`config.mk`:
```
export PLATFORM = sky130hd
export DESIGN_NAME = disp_regctrl_ml
export DESIGN_NICKNAME = d
export VERILOG_FILES = /design/src/rtl/disp_regs_pkg.sv /design/src/rtl/disp_shadow_reg.sv /design/src/rtl/disp_regctrl_ml.sv
export SDC_FILE = /design/constraint.sdc
export NUM_CORES = 1
export LEC_CHECK = 0
export CAP_MARGIN = 20
export CORE_MARGIN = 1
export CORE_UTILIZATION = 51
export CTS_BUF_LIST = sky130_fd_sc_hd__clkbuf_2 sky130_fd_sc_hd__clkbuf_4 sky130_fd_sc_hd__clkbuf_8
export DETAILED_ROUTE_END_ITERATION = 8
export PLACE_DENSITY_LB_ADDON = 0.05
export SYNTH_ARGS = -nofsm -noshare
export SYNTH_HDL_FRONTEND = slang
export SYNTH_HIERARCHICAL = 1
export SYNTH_SLANG_ARGS = --single-unit
```
`constraint.sdc`:
```
create_clock -name ACLK -period 2.73 [get_ports ACLK]
set_clock_uncertainty 0.1 [all_clocks]
set_input_delay 0.819 -clock ACLK [delete_from_list [all_inputs] [get_ports ACLK]]
set_output_delay 0.819 -clock ACLK [all_outputs]
set_load 0.02 [all_outputs]
```
`src/rtl/disp_regs_pkg.sv`:
```
// -----------------------------------------------------------------------------
// disp_regs_pkg
// Shared definitions for the multi-layer display register block:
//   - register byte offsets (CTRL, INTEN, STAT, ERRCNT, DISPADDR base + stride)
//   - STAT bit indices
//   - be_merge(): byte-enable merge of a 32-bit write into an existing value
// -----------------------------------------------------------------------------
package disp_regs_pkg;

    localparam logic [11:0] OFF_CTRL        = 12'h000;
    localparam logic [11:0] OFF_INTEN       = 12'h004;
    localparam logic [11:0] OFF_STAT        = 12'h008;
    localparam logic [11:0] OFF_ERRCNT      = 12'h00C;
    localparam logic [11:0] OFF_DISPADDR    = 12'h100;
    localparam logic [11:0] DISPADDR_STRIDE = 12'h004;

    localparam int STAT_VBLANK = 0;
    localparam int STAT_UNDER  = 1;
    localparam int STAT_OVER   = 2;

    // Replace only the bytes whose enable bit is set.
    function automatic logic [31:0] be_merge(input logic [31:0] old_val,
                                             input logic [31:0] new_val,
                                             input logic [3:0]  byteen);
        logic [31:0] merged;
        merged = old_val;
        for (int b = 0; b < 4; b++) begin
            merged[8*b +: 8] = byteen[b] ? new_val[8*b +: 8] : old_val[8*b +: 8];
        end
        return merged;
    endfunction

endpackage

```
`src/rtl/disp_shadow_reg.sv`:
```
// -----------------------------------------------------------------------------
// disp_shadow_reg
// Pending/active register pair for one layer's frame-buffer start address.
// The CPU writes the pending copy (byte enables honoured, bits above ADDR_W
// dropped); i_load copies pending into active. A write and a load in the same
// cycle give active the pre-write pending value.
// Ports:
//   ACLK, ARST   clock, synchronous active-high reset
//   i_wr_en      write strobe for the pending register
//   i_byteen     per-byte write enable
//   i_wdata      32-bit write data
//   i_load       copy pending -> active
//   o_pending    pending (shadow) value, used for readback
//   o_active     active value driven to the display pipeline
// -----------------------------------------------------------------------------
module disp_shadow_reg
    import disp_regs_pkg::*;
#(
    parameter int ADDR_W = 29
) (
    input  logic              ACLK,
    input  logic              ARST,
    input  logic              i_wr_en,
    input  logic [3:0]        i_byteen,
    input  logic [31:0]       i_wdata,
    input  logic              i_load,
    output logic [ADDR_W-1:0] o_pending,
    output logic [ADDR_W-1:0] o_active
);

    logic [ADDR_W-1:0] r_pending;
    logic [ADDR_W-1:0] r_active;

    // Pending/active register pair; load samples the old pending value.
    always_ff @(posedge ACLK) begin
        if (ARST) begin
            r_pending <= {ADDR_W{1'b0}};
            r_active  <= {ADDR_W{1'b0}};
        end else begin
            if (i_load) begin
                r_active <= r_pending;
            end
            if (i_wr_en) begin
                r_pending <= ADDR_W'(be_merge(32'(r_pending), i_wdata, i_byteen));
            end
        end
    end

    assign o_pending = r_pending;
    assign o_active  = r_active;

endmodule

```
`src/rtl/disp_regctrl_ml.sv`:
```
// -----------------------------------------------------------------------------
// disp_regctrl_ml
// CPU-side register file for a multi-layer display: control, interrupt enable,
// sticky status (VBLANK/UNDER/OVER, write-1-to-clear), per-layer frame-buffer
// start addresses shadowed to the VSYNC falling edge, registered readback.
// Optional build macro: DISP_ERRCNT_EN adds saturating 16-bit underrun/overrun
// counters at offset 0x00C (cleared by any write to that offset).
// Ports:
//   ACLK, ARST          clock, synchronous active-high reset
//   DSP_VSYNC_X         active-low VSYNC, synchronous to ACLK
//   WRADDR/BYTEEN/WREN/WDATA   write port ([15:12] block select)
//   RDADDR/RDEN/RDATA   read port, RDATA valid the cycle after RDEN
//   DISPON, LAYEREN     display / per-layer enables
//   DISPADDR            active start addresses, layer n at [n*ADDR_W +: ADDR_W]
//   DSP_IRQ             level interrupt = INTENBL & VBLANK (registered)
//   BUF_UNDER/BUF_OVER  FIFO error pulses
// -----------------------------------------------------------------------------
module disp_regctrl_ml
    import disp_regs_pkg::*;
#(
    parameter int         NUM_LAYERS = 2,
    parameter int         ADDR_W     = 29,
    parameter logic [3:0] BLOCK_ID   = 4'h0
) (
    input  logic                         ACLK,
    input  logic                         ARST,
    input  logic                         DSP_VSYNC_X,
    input  logic [15:0]                  WRADDR,
    input  logic [3:0]                   BYTEEN,
    input  logic                         WREN,
    input  logic [31:0]                  WDATA,
    input  logic [15:0]                  RDADDR,
    input  logic                         RDEN,
    output logic [31:0]                  RDATA,
    output logic                         DISPON,
    output logic [NUM_LAYERS-1:0]        LAYEREN,
    output logic [NUM_LAYERS*ADDR_W-1:0] DISPADDR,
    output logic                         DSP_IRQ,
    input  logic                         BUF_UNDER,
    input  logic                         BUF_OVER
);

    logic                  r_vsync_prev;
    logic                  w_vs_fall;
    logic                  w_wr_hit;
    logic [11:0]           w_wr_off;
    logic                  w_rd_hit;
    logic                  r_dispon;
    logic [NUM_LAYERS-1:0] r_layeren;
    logic                  r_intenbl;
    logic [2:0]            r_stat;
    logic [2:0]            w_stat_set;
    logic [2:0]            w_stat_clr;
    logic                  r_irq;
    logic [31:0]           r_rdata;
    logic [31:0]           w_ctrl_rd;
    logic [31:0]           w_errcnt_rd;
    logic [31:0]           w_rd_val;
    logic [NUM_LAYERS-1:0] w_addr_we;
    logic [ADDR_W-1:0]     w_pending [NUM_LAYERS];

    assign w_wr_hit  = WREN & (WRADDR[15:12] == BLOCK_ID);
    assign w_wr_off  = WRADDR[11:0];
    assign w_vs_fall = r_vsync_prev & ~DSP_VSYNC_X;

    // VSYNC edge register; resets high so reset itself never looks like a fall.
    always_ff @(posedge ACLK) begin
        if (ARST) begin
            r_vsync_prev <= 1'b1;
        end else begin
            r_vsync_prev <= DSP_VSYNC_X;
        end
    end

    // CTRL and INTEN registers, effective the cycle after the write.
    always_ff @(posedge ACLK) begin
        if (ARST) begin
            r_dispon  <= 1'b0;
            r_layeren <= {NUM_LAYERS{1'b0}};
            r_intenbl <= 1'b0;
        end else begin
            if (w_wr_hit && (w_wr_off == OFF_CTRL)) begin
                if (BYTEEN[0]) begin
                    r_dispon <= WDATA[0];
                end
                if (BYTEEN[1]) begin
                    r_layeren <= WDATA[8 +: NUM_LAYERS];
                end
            end
            if (w_wr_hit && (w_wr_off == OFF_INTEN) && BYTEEN[0]) begin
                r_intenbl <= WDATA[0];
            end
        end
    end

    // STAT set sources and write-1-to-clear mask.
    always_comb begin
        w_stat_set              = 3'b000;
        w_stat_set[STAT_VBLANK] = w_vs_fall;
        w_stat_set[STAT_UNDER]  = BUF_UNDER;
        w_stat_set[STAT_OVER]   = BUF_OVER;
        if (w_wr_hit && (w_wr_off == OFF_STAT) && BYTEEN[0]) begin
            w_stat_clr = WDATA[2:0];
        end else begin
            w_stat_clr = 3'b000;
        end
    end

    // Sticky STAT; ORing the set term last makes a coincident set win over W1C.
    always_ff @(posedge ACLK) begin
        if (ARST) begin
            r_stat <= 3'b000;
        end else begin
            r_stat <= (r_stat & ~w_stat_clr) | w_stat_set;
        end
    end

    // Registered interrupt level, one cycle behind VBLANK/INTENBL.
    always_ff @(posedge ACLK) begin
        if (ARST) begin
            r_irq <= 1'b0;
        end else begin
            r_irq <= r_intenbl & r_stat[STAT_VBLANK];
        end
    end

`ifdef DISP_ERRCNT_EN
    logic [15:0] r_under_cnt;
    logic [15:0] r_over_cnt;
    logic        w_errcnt_clr;

    assign w_errcnt_clr = w_wr_hit & (w_wr_off == OFF_ERRCNT);

    // Saturating error counters; a clear drops any pulse arriving with it.
    always_ff @(posedge ACLK) begin
        if (ARST) begin
            r_under_cnt <= 16'h0000;
            r_over_cnt  <= 16'h0000;
        end else if (w_errcnt_clr) begin
            r_under_cnt <= 16'h0000;
            r_over_cnt  <= 16'h0000;
        end else begin
            if (BUF_UNDER && (r_under_cnt != 16'hFFFF)) begin
                r_under_cnt <= r_under_cnt + 16'h0001;
            end
            if (BUF_OVER && (r_over_cnt != 16'hFFFF)) begin
                r_over_cnt <= r_over_cnt + 16'h0001;
            end
        end
    end

    assign w_errcnt_rd = {r_over_cnt, r_under_cnt};
`else
    assign w_errcnt_rd = 32'h0000_0000;
`endif

    // Per-layer shadowed start address.
    for (genvar g = 0; g < NUM_LAYERS; g++) begin : g_layer
        localparam logic [11:0] LP_OFF = OFF_DISPADDR + DISPADDR_STRIDE * 12'(g);

        assign w_addr_we[g] = w_wr_hit & (w_wr_off == LP_OFF);

        disp_shadow_reg #(
            .ADDR_W (ADDR_W)
        ) u_shadow (
            .ACLK      (ACLK),
            .ARST      (ARST),
            .i_wr_en   (w_addr_we[g]),
            .i_byteen  (BYTEEN),
            .i_wdata   (WDATA),
            .i_load    (w_vs_fall),
            .o_pending (w_pending[g]),
            .o_active  (DISPADDR[g*ADDR_W +: ADDR_W])
        );
    end

    // CTRL readback image.
    always_comb begin
        w_ctrl_rd                  = 32'h0000_0000;
        w_ctrl_rd[0]               = r_dispon;
        w_ctrl_rd[8 +: NUM_LAYERS] = r_layeren;
    end

    // Read decode; DISPADDR reads return the pending value.
    always_comb begin
        w_rd_hit = RDEN & (RDADDR[15:12] == BLOCK_ID);
        case (RDADDR[11:0])
            OFF_CTRL:   w_rd_val = w_ctrl_rd;
            OFF_INTEN:  w_rd_val = {31'h0000_0000, r_intenbl};
            OFF_STAT:   w_rd_val = {29'h0000_0000, r_stat};
            OFF_ERRCNT: w_rd_val = w_errcnt_rd;
            default:    w_rd_val = 32'h0000_0000;
        endcase
        for (int n = 0; n < NUM_LAYERS; n++) begin
            if (RDADDR[11:0] == (OFF_DISPADDR + DISPADDR_STRIDE * 12'(n))) begin
                w_rd_val = 32'(w_pending[n]);
            end else begin
                w_rd_val = w_rd_val;
            end
        end
    end

    // Read data register, held until the next RDEN; foreign-block reads give 0.
    always_ff @(posedge ACLK) begin
        if (ARST) begin
            r_rdata <= 32'h0000_0000;
        end else if (RDEN) begin
            r_rdata <= w_rd_hit ? w_rd_val : 32'h0000_0000;
        end else begin
            r_rdata <= r_rdata;
        end
    end

    assign RDATA   = r_rdata;
    assign DISPON  = r_dispon;
    assign LAYEREN = r_layeren;
    assign DSP_IRQ = r_irq;

endmodule

```
==> impl_metrics.toml <==
[power]
power_mw = 4.22
switchingPower_uw = 973
pwr_density_cell_mw_per_mm2 = 481
p_int_mw = 3.25
p_seq_share_pct = 53.3
peakVddDrop_mv = 0.285
p_leak_nw = 3.24
switching_share_pct = 23.1
p_clk_share_pct = 39.1
pwr-share-comb_pct = 7.6

[die]
start_util_pct = 52.3
io_pins = 169
die_h_um = 116
core_region_area_mm2 = 0.0126
die_w_um = 116
die_area_mm2 = 0.0134
fp-row-count = 41

[hold_path]
hold_path.class = "register to register"

[final_layout]
antenna_cells = 0
fill_cells = 1046
drive_gt1_share_pct = 17.1
area_growth_pct = 33.0
post-route-util_pct = 69.5
num-nets-final = 911

[global_route]
grt_remaining_overflow = 0
grt_pass1_vias = 5299
antenna_found_initial = 0
grt_max_degree = 70
grt_first_pass_wirelength_mm = 26.7
track_usage_pct = 26.2

[clocking]
cts-resized-gates = 0
clk_latency_ns = 0.46
cts_sinks = 154
cts-root-buf = "clkbuf_8"
cts-buffers-inserted = 17
clkTransAtPathRegs_ns = 0.08
clockBufferDepth = 2
cts_setup_buffers = 0
cts_max_level = 4
cts_tree = "yes"
ctsHoldBuffers = 0

[setup_path]
crit_type = "input port to register"
crit_path_start_kind = "input port"
required_ns = 2.96
cp-end-kind = "register"
cp_slowest_cell = "nor4b_1"
path_cells = "clkdlybuf4s50_1 -> nor4b_1 -> buf_4 -> nand3_1 -> nor2_4 -> buf_12 -> a21bo_2 -> a21oi_1"
critPathMaxFanout = 42
cp.arrival_ns = 2.71
slowest_delay_ns = 0.43

[logic_synthesis]
synth_top_area_share_pct = 46.7
synth.most_common_cell = "dfxtp_1"
yosysWarnings = 6
synth_edf_count = 0
yosys_most_used_dff = "dfxtp_1"
syn_avg_cell_area_um2 = 9.62
syn_inst = 686
syn_area_mm2 = 0.00660
synth_top_cell_by_area = "dfxtp_1"
synth.distinct_cells = 41
yosysSeqAreaShare_pct = 46.7
async_flop_share_pct = 0
synthTopCellsByCount = "dfxtp_1, nand3_1, a21oi_1, nor2_1, mux2i_1"
yosys-top-cells-area = "dfxtp_1, mux2i_1, a21bo_2"
ys_ff_latch = 154

[flow_run]
drv_cap = 0

[detailed_routing]
routed_wl_mm = 16.9
post_drt_wl_per_cell_um = 16.5
via_count = 5576
drt-initial-drc-count = 362
drc_errors = 0
post_drt_via_cell_ratio = 5.46
drt-pass1-iter-count = 5
ant_nets = 0

[placed_design]
port_buffers = 162
place_hpwl_mm = 11.8
gp_congestion = 0.812

[timing]
tns_ns = 0
finalCriticalPeriod_ns = 2.49
worst-slew-pin-transition_ns = 0.505
max_clock_freq_ghz = 0.402
rsz0062_at_grt = "no"
post-route-period-util_pct = 91.1
hold_viol = 0
slew_headroom_pct = 66.3
setup_viol = 0
final_max_slew_viol_count = 0

[outcome]
outcome = "finished clean"
[power by group through the flow]
stage | Sequential [mW] | Clock (mW) | Combinational [mW]
after global placement | 2.30 | 0 | 0.315
final | 2.25 | 1.65 | 0.321
after floorplan | 2.30 | 0 | 0.163
after CTS | 2.25 | 1.68 | 0.321
after detailed placement | 2.30 | 0 | 0.320
after global routing | 2.25 | 1.77 | 0.341
[through the flow]
stage	instances	setup WS [ns]	instance area (um2)	hold slack [ns]
4_1_cts	1021	0.257	8770	0.372
6_report	1021	0.243	8770	0.372
3_5_place_dp	989	-0.211	8390	0.361
3_3_place_gp	989	-0.162	8390	0.338
2_1_floorplan	688	0.420	6610	0.324
5_1_grt	1021	0.0946	8770	0.392
[state kept, by name (all words and copies together), names as in the netlist, 2 cells and up]
name and flops:
LAYEREN 2, RDATA 29, g_layer.u_shadow/o_pending 58, r_stat 3
g_layer.u_shadow/o_active 58
[final timing paths]
kind / start / endpoint / slack (ns) / cells past startpoint
setup / recovery: WRADDR[9] / g_layer[0].u_shadow/o_pending[24] / 0.24 / 8
hold / removal: RDATA[17] / RDATA[17] / 0.37 / 2
setup reg to reg: r_vsync_prev / g_layer[0].u_shadow/o_active[2] / 1.26 / 4
hold reg to reg: RDATA[17] / RDATA[17] / 0.37 / 2
[area by class of cell]
cell class / count / area, um2 / share of cell area, %
clock inverters: 8 / 67.6 / 0.770
clock buffers: 24 / 312 / 3.55
multi-input cells: 468 / 3150 / 35.9
flip-flops and latches: 154 / 3080 / 35.1
inverters: 3 / 11.3 / 0.128
well taps: 172 / 215 / 2.45
repair buffers: 192 / 1940 / 22.1
[metal layers]
layer | share of wire, % | GRT usage, % | up-vias
met5 | 0 | 0 | -
met4 | 2.1 | 10.3 | 0
met3 | 6.4 | 7.37 | 25
met2 | 50 | 44.6 | 171
met1 | 42 | 31.4 | 2677
li1 | - | - | 2703
[critical path: cells and delay by family]
family                 cells  cell delay, ns
buffers and inverters      3            0.82
and+or+nand+nor            3            0.81
AOI/OAI and AO/OA          2            0.22
[kinds of logic after synthesis]
family	Yosys count	share of synthesized area (%)
buf+inv	66	6.07
flops	154	46.7
simple gates	218	16.5
compound gates	163	17.5
other cells	1	0.0568
mux	84	13.2
[placed cells by master (no fill, tap or decap), types with 23 or more instances in the layout]
cell type,netlist,routed
clkdlybuf4s50_1,0,160
dfxtp_1,154,154
nand3_1,87,87
a21oi_1,84,84
nor2_1,74,72
mux2i_1,60,60
a21bo_2,50,50
nand2b_1,24,24
mux2_2,24,24
buf_4,14,23
Note: power is estimated with default switching activity, not from simulation.
==> RTL change: new RTL, config.mk and constraints unchanged <==
Change the parameter `NUM_LAYERS` from 2 to 8.
--- a/src/rtl/disp_regctrl_ml.sv
+++ b/src/rtl/disp_regctrl_ml.sv
@@ -18,7 +18,7 @@
 module disp_regctrl_ml
     import disp_regs_pkg::*;
 #(
-    parameter int         NUM_LAYERS = 2,
+    parameter int         NUM_LAYERS = 8,
     parameter int         ADDR_W     = 29,
     parameter logic [3:0] BLOCK_ID   = 4'h0
 ) (
Interface: changed (resized DISPADDR and LAYEREN); port bits go from 169 to 349. No check against the original RTL was run, so the function may have changed too.
==> RTL change against the unedited design <==
  * Fmax is 7.4% lower
  * Via count grew to 3.6 times the old value
  * Critical path type is now reg2out
  * Setup slack worse by 0.20 ns
  * Sequential cell count is 354 higher
  * Utilization is 2.4 points lower
  * Power grew to 3.7 times the old value
  * Die area grew to 3.4 times the old value
  * Wire length grew to 4.7 times the old value
  * Design area grew to 3.3 times the old value
  * Synthesized area grew to 3.4 times the old value
  * Critical endpoint is now RDATA[3]
==> RTL change: results (changes against the unedited design) <==
| Metric | Value |
|---|---|
| Count of plain and timing-repair buffers | `540 (+180%)` |
| Max Freq | `0.372 GHz (-7.4%)` |
| Ratio of cells with drive above 1 in the final layout | `21.7% (+4.6 points)` |
| RD Place Congestion | `0.955 (+18%)` |
| Mapped Cells | `2355 (+240%)` |
| Final hold slack | `0.391 ns (+0.0189 ns)` |
| Initial antenna violation count | `4 (+4)` |
| Core Box Area | `43400 um^2 (+240%)` |
| Number of global-route vias before repair | `18600 (+250%)` |
| Reg clk slew, reported paths | `0.06 ns (-0.02 ns)` |
| Dpl cell area | `27300 um^2 (+220%)` |
| Slowest-stage cell, CP | `clkdlybuf4s50_1` |
| Multi-input logic area | `11000 um^2 (+250%)` |
| Ant diodes | `4 (+4)` |
| Clock buffers | `139 (+480%)` |
| Crit-path max cell delay | `0.65 ns (+0.22 ns)` |
| Synth area leaders | `dfxtp_1 45%, mux2i_1 12%, a21bo_2 8.9%, a21oi_1 5.8%, nand3_1 5.2%` |
| Pre-CTS WS | `-0.501 ns (-0.290 ns)` |
| WL met3 | `6270 um (+480%)` |
| Clock buffer depth | `3 (+1)` |
| Min-delay src | `g_layer[3].u_shadow/o_active[0]` |
| Seq/total area | `35.0% (-0.17 points)` |
| CP endpoint | `RDATA[3]` |
| Non-Filler Instances | `3409 (+230%)` |
| Final clock-cell share | `6.17% (+1.9 points)` |
| Slew headroom | `53.6% (-13 points)` |
| Crit Path Class | `reg2out` |
| Metal-1 WL | `32400 um (+360%)` |
| Worst Path Arrival | `1.77 ns (-0.94 ns)` |
| First-pass GRT wire length | `116000 um (+330%)` |
| Crit Reg-Reg Endpoint | `RDATA[21]` |
| GRT Total Usage | `34.7% (+8.4 points)` |
| 1st-iter DRT viols | `2040 (+460%)` |
| Met2 wire length | `36800 um (+340%)` |
| Met1 GRT Util | `44.8% (+13 points)` |
| Hold Path Sink | `g_layer[3].u_shadow/o_active[0]` |
| Status | `finished clean` |
| Worst-case reg-to-reg path depth | `5 (+1)` |
| H-tree lvl count | `3 (-1)` |
| Inverters | `7 (+4)` |
| Register area share after synthesis | `45.1% (-1.6 points)` |
| Final wirelength | `79300 um (+370%)` |
| Cell area after layout | `29100 um^2 (+230%)` |
| Via density | `5.84 (+6.9%)` |
| DRT Pass-1 Iters | `6 (+1)` |
| Synth top cells by count | `508 x dfxtp_1, 270 x mux2i_1, 269 x nor2_1, 259 x a21oi_1, 236 x nand3_1` |
| Final #Nets | `2832 (+210%)` |
==> RTL change: changes by cell type in the layout (fill, tap and decap cells not counted), moves of 89 or more <==
cell / before / now
a21oi_1: 84 / 259
nand3_1: 87 / 236
mux2i_1: 60 / 270
clkdlybuf4s50_1: 160 / 335
nor2_1: 72 / 263
o21ai_0: 3 / 92
buf_4: 23 / 165
dfxtp_1: 154 / 508
clkbuf_8: 21 / 110
a21bo_2: 50 / 200
==> RTL change: kinds of logic (layout without fill, tap and decap cells) <==
kind of cell,after synthesis,count (layout),synth area share [%]
AND/OR/NAND/NOR,611,611,12.9
buffers and inverters,233,696,6.43
flip-flops,508,508,45.1
AO/OA/AOI/OAI,732,732,23.6
multiplexers,270,270,12.0
other,1,7,0.0166
==> RTL change: where the power goes <==
group | internal (uW) | leakage, uW | switching [uW] | total (uW)
Clock | 3990 | 0.000949 | 3060 | 7050
Combinational | 380 | 0.00576 | 688 | 1070
Sequential | 7420 | 0.00409 | 2.21 | 7420
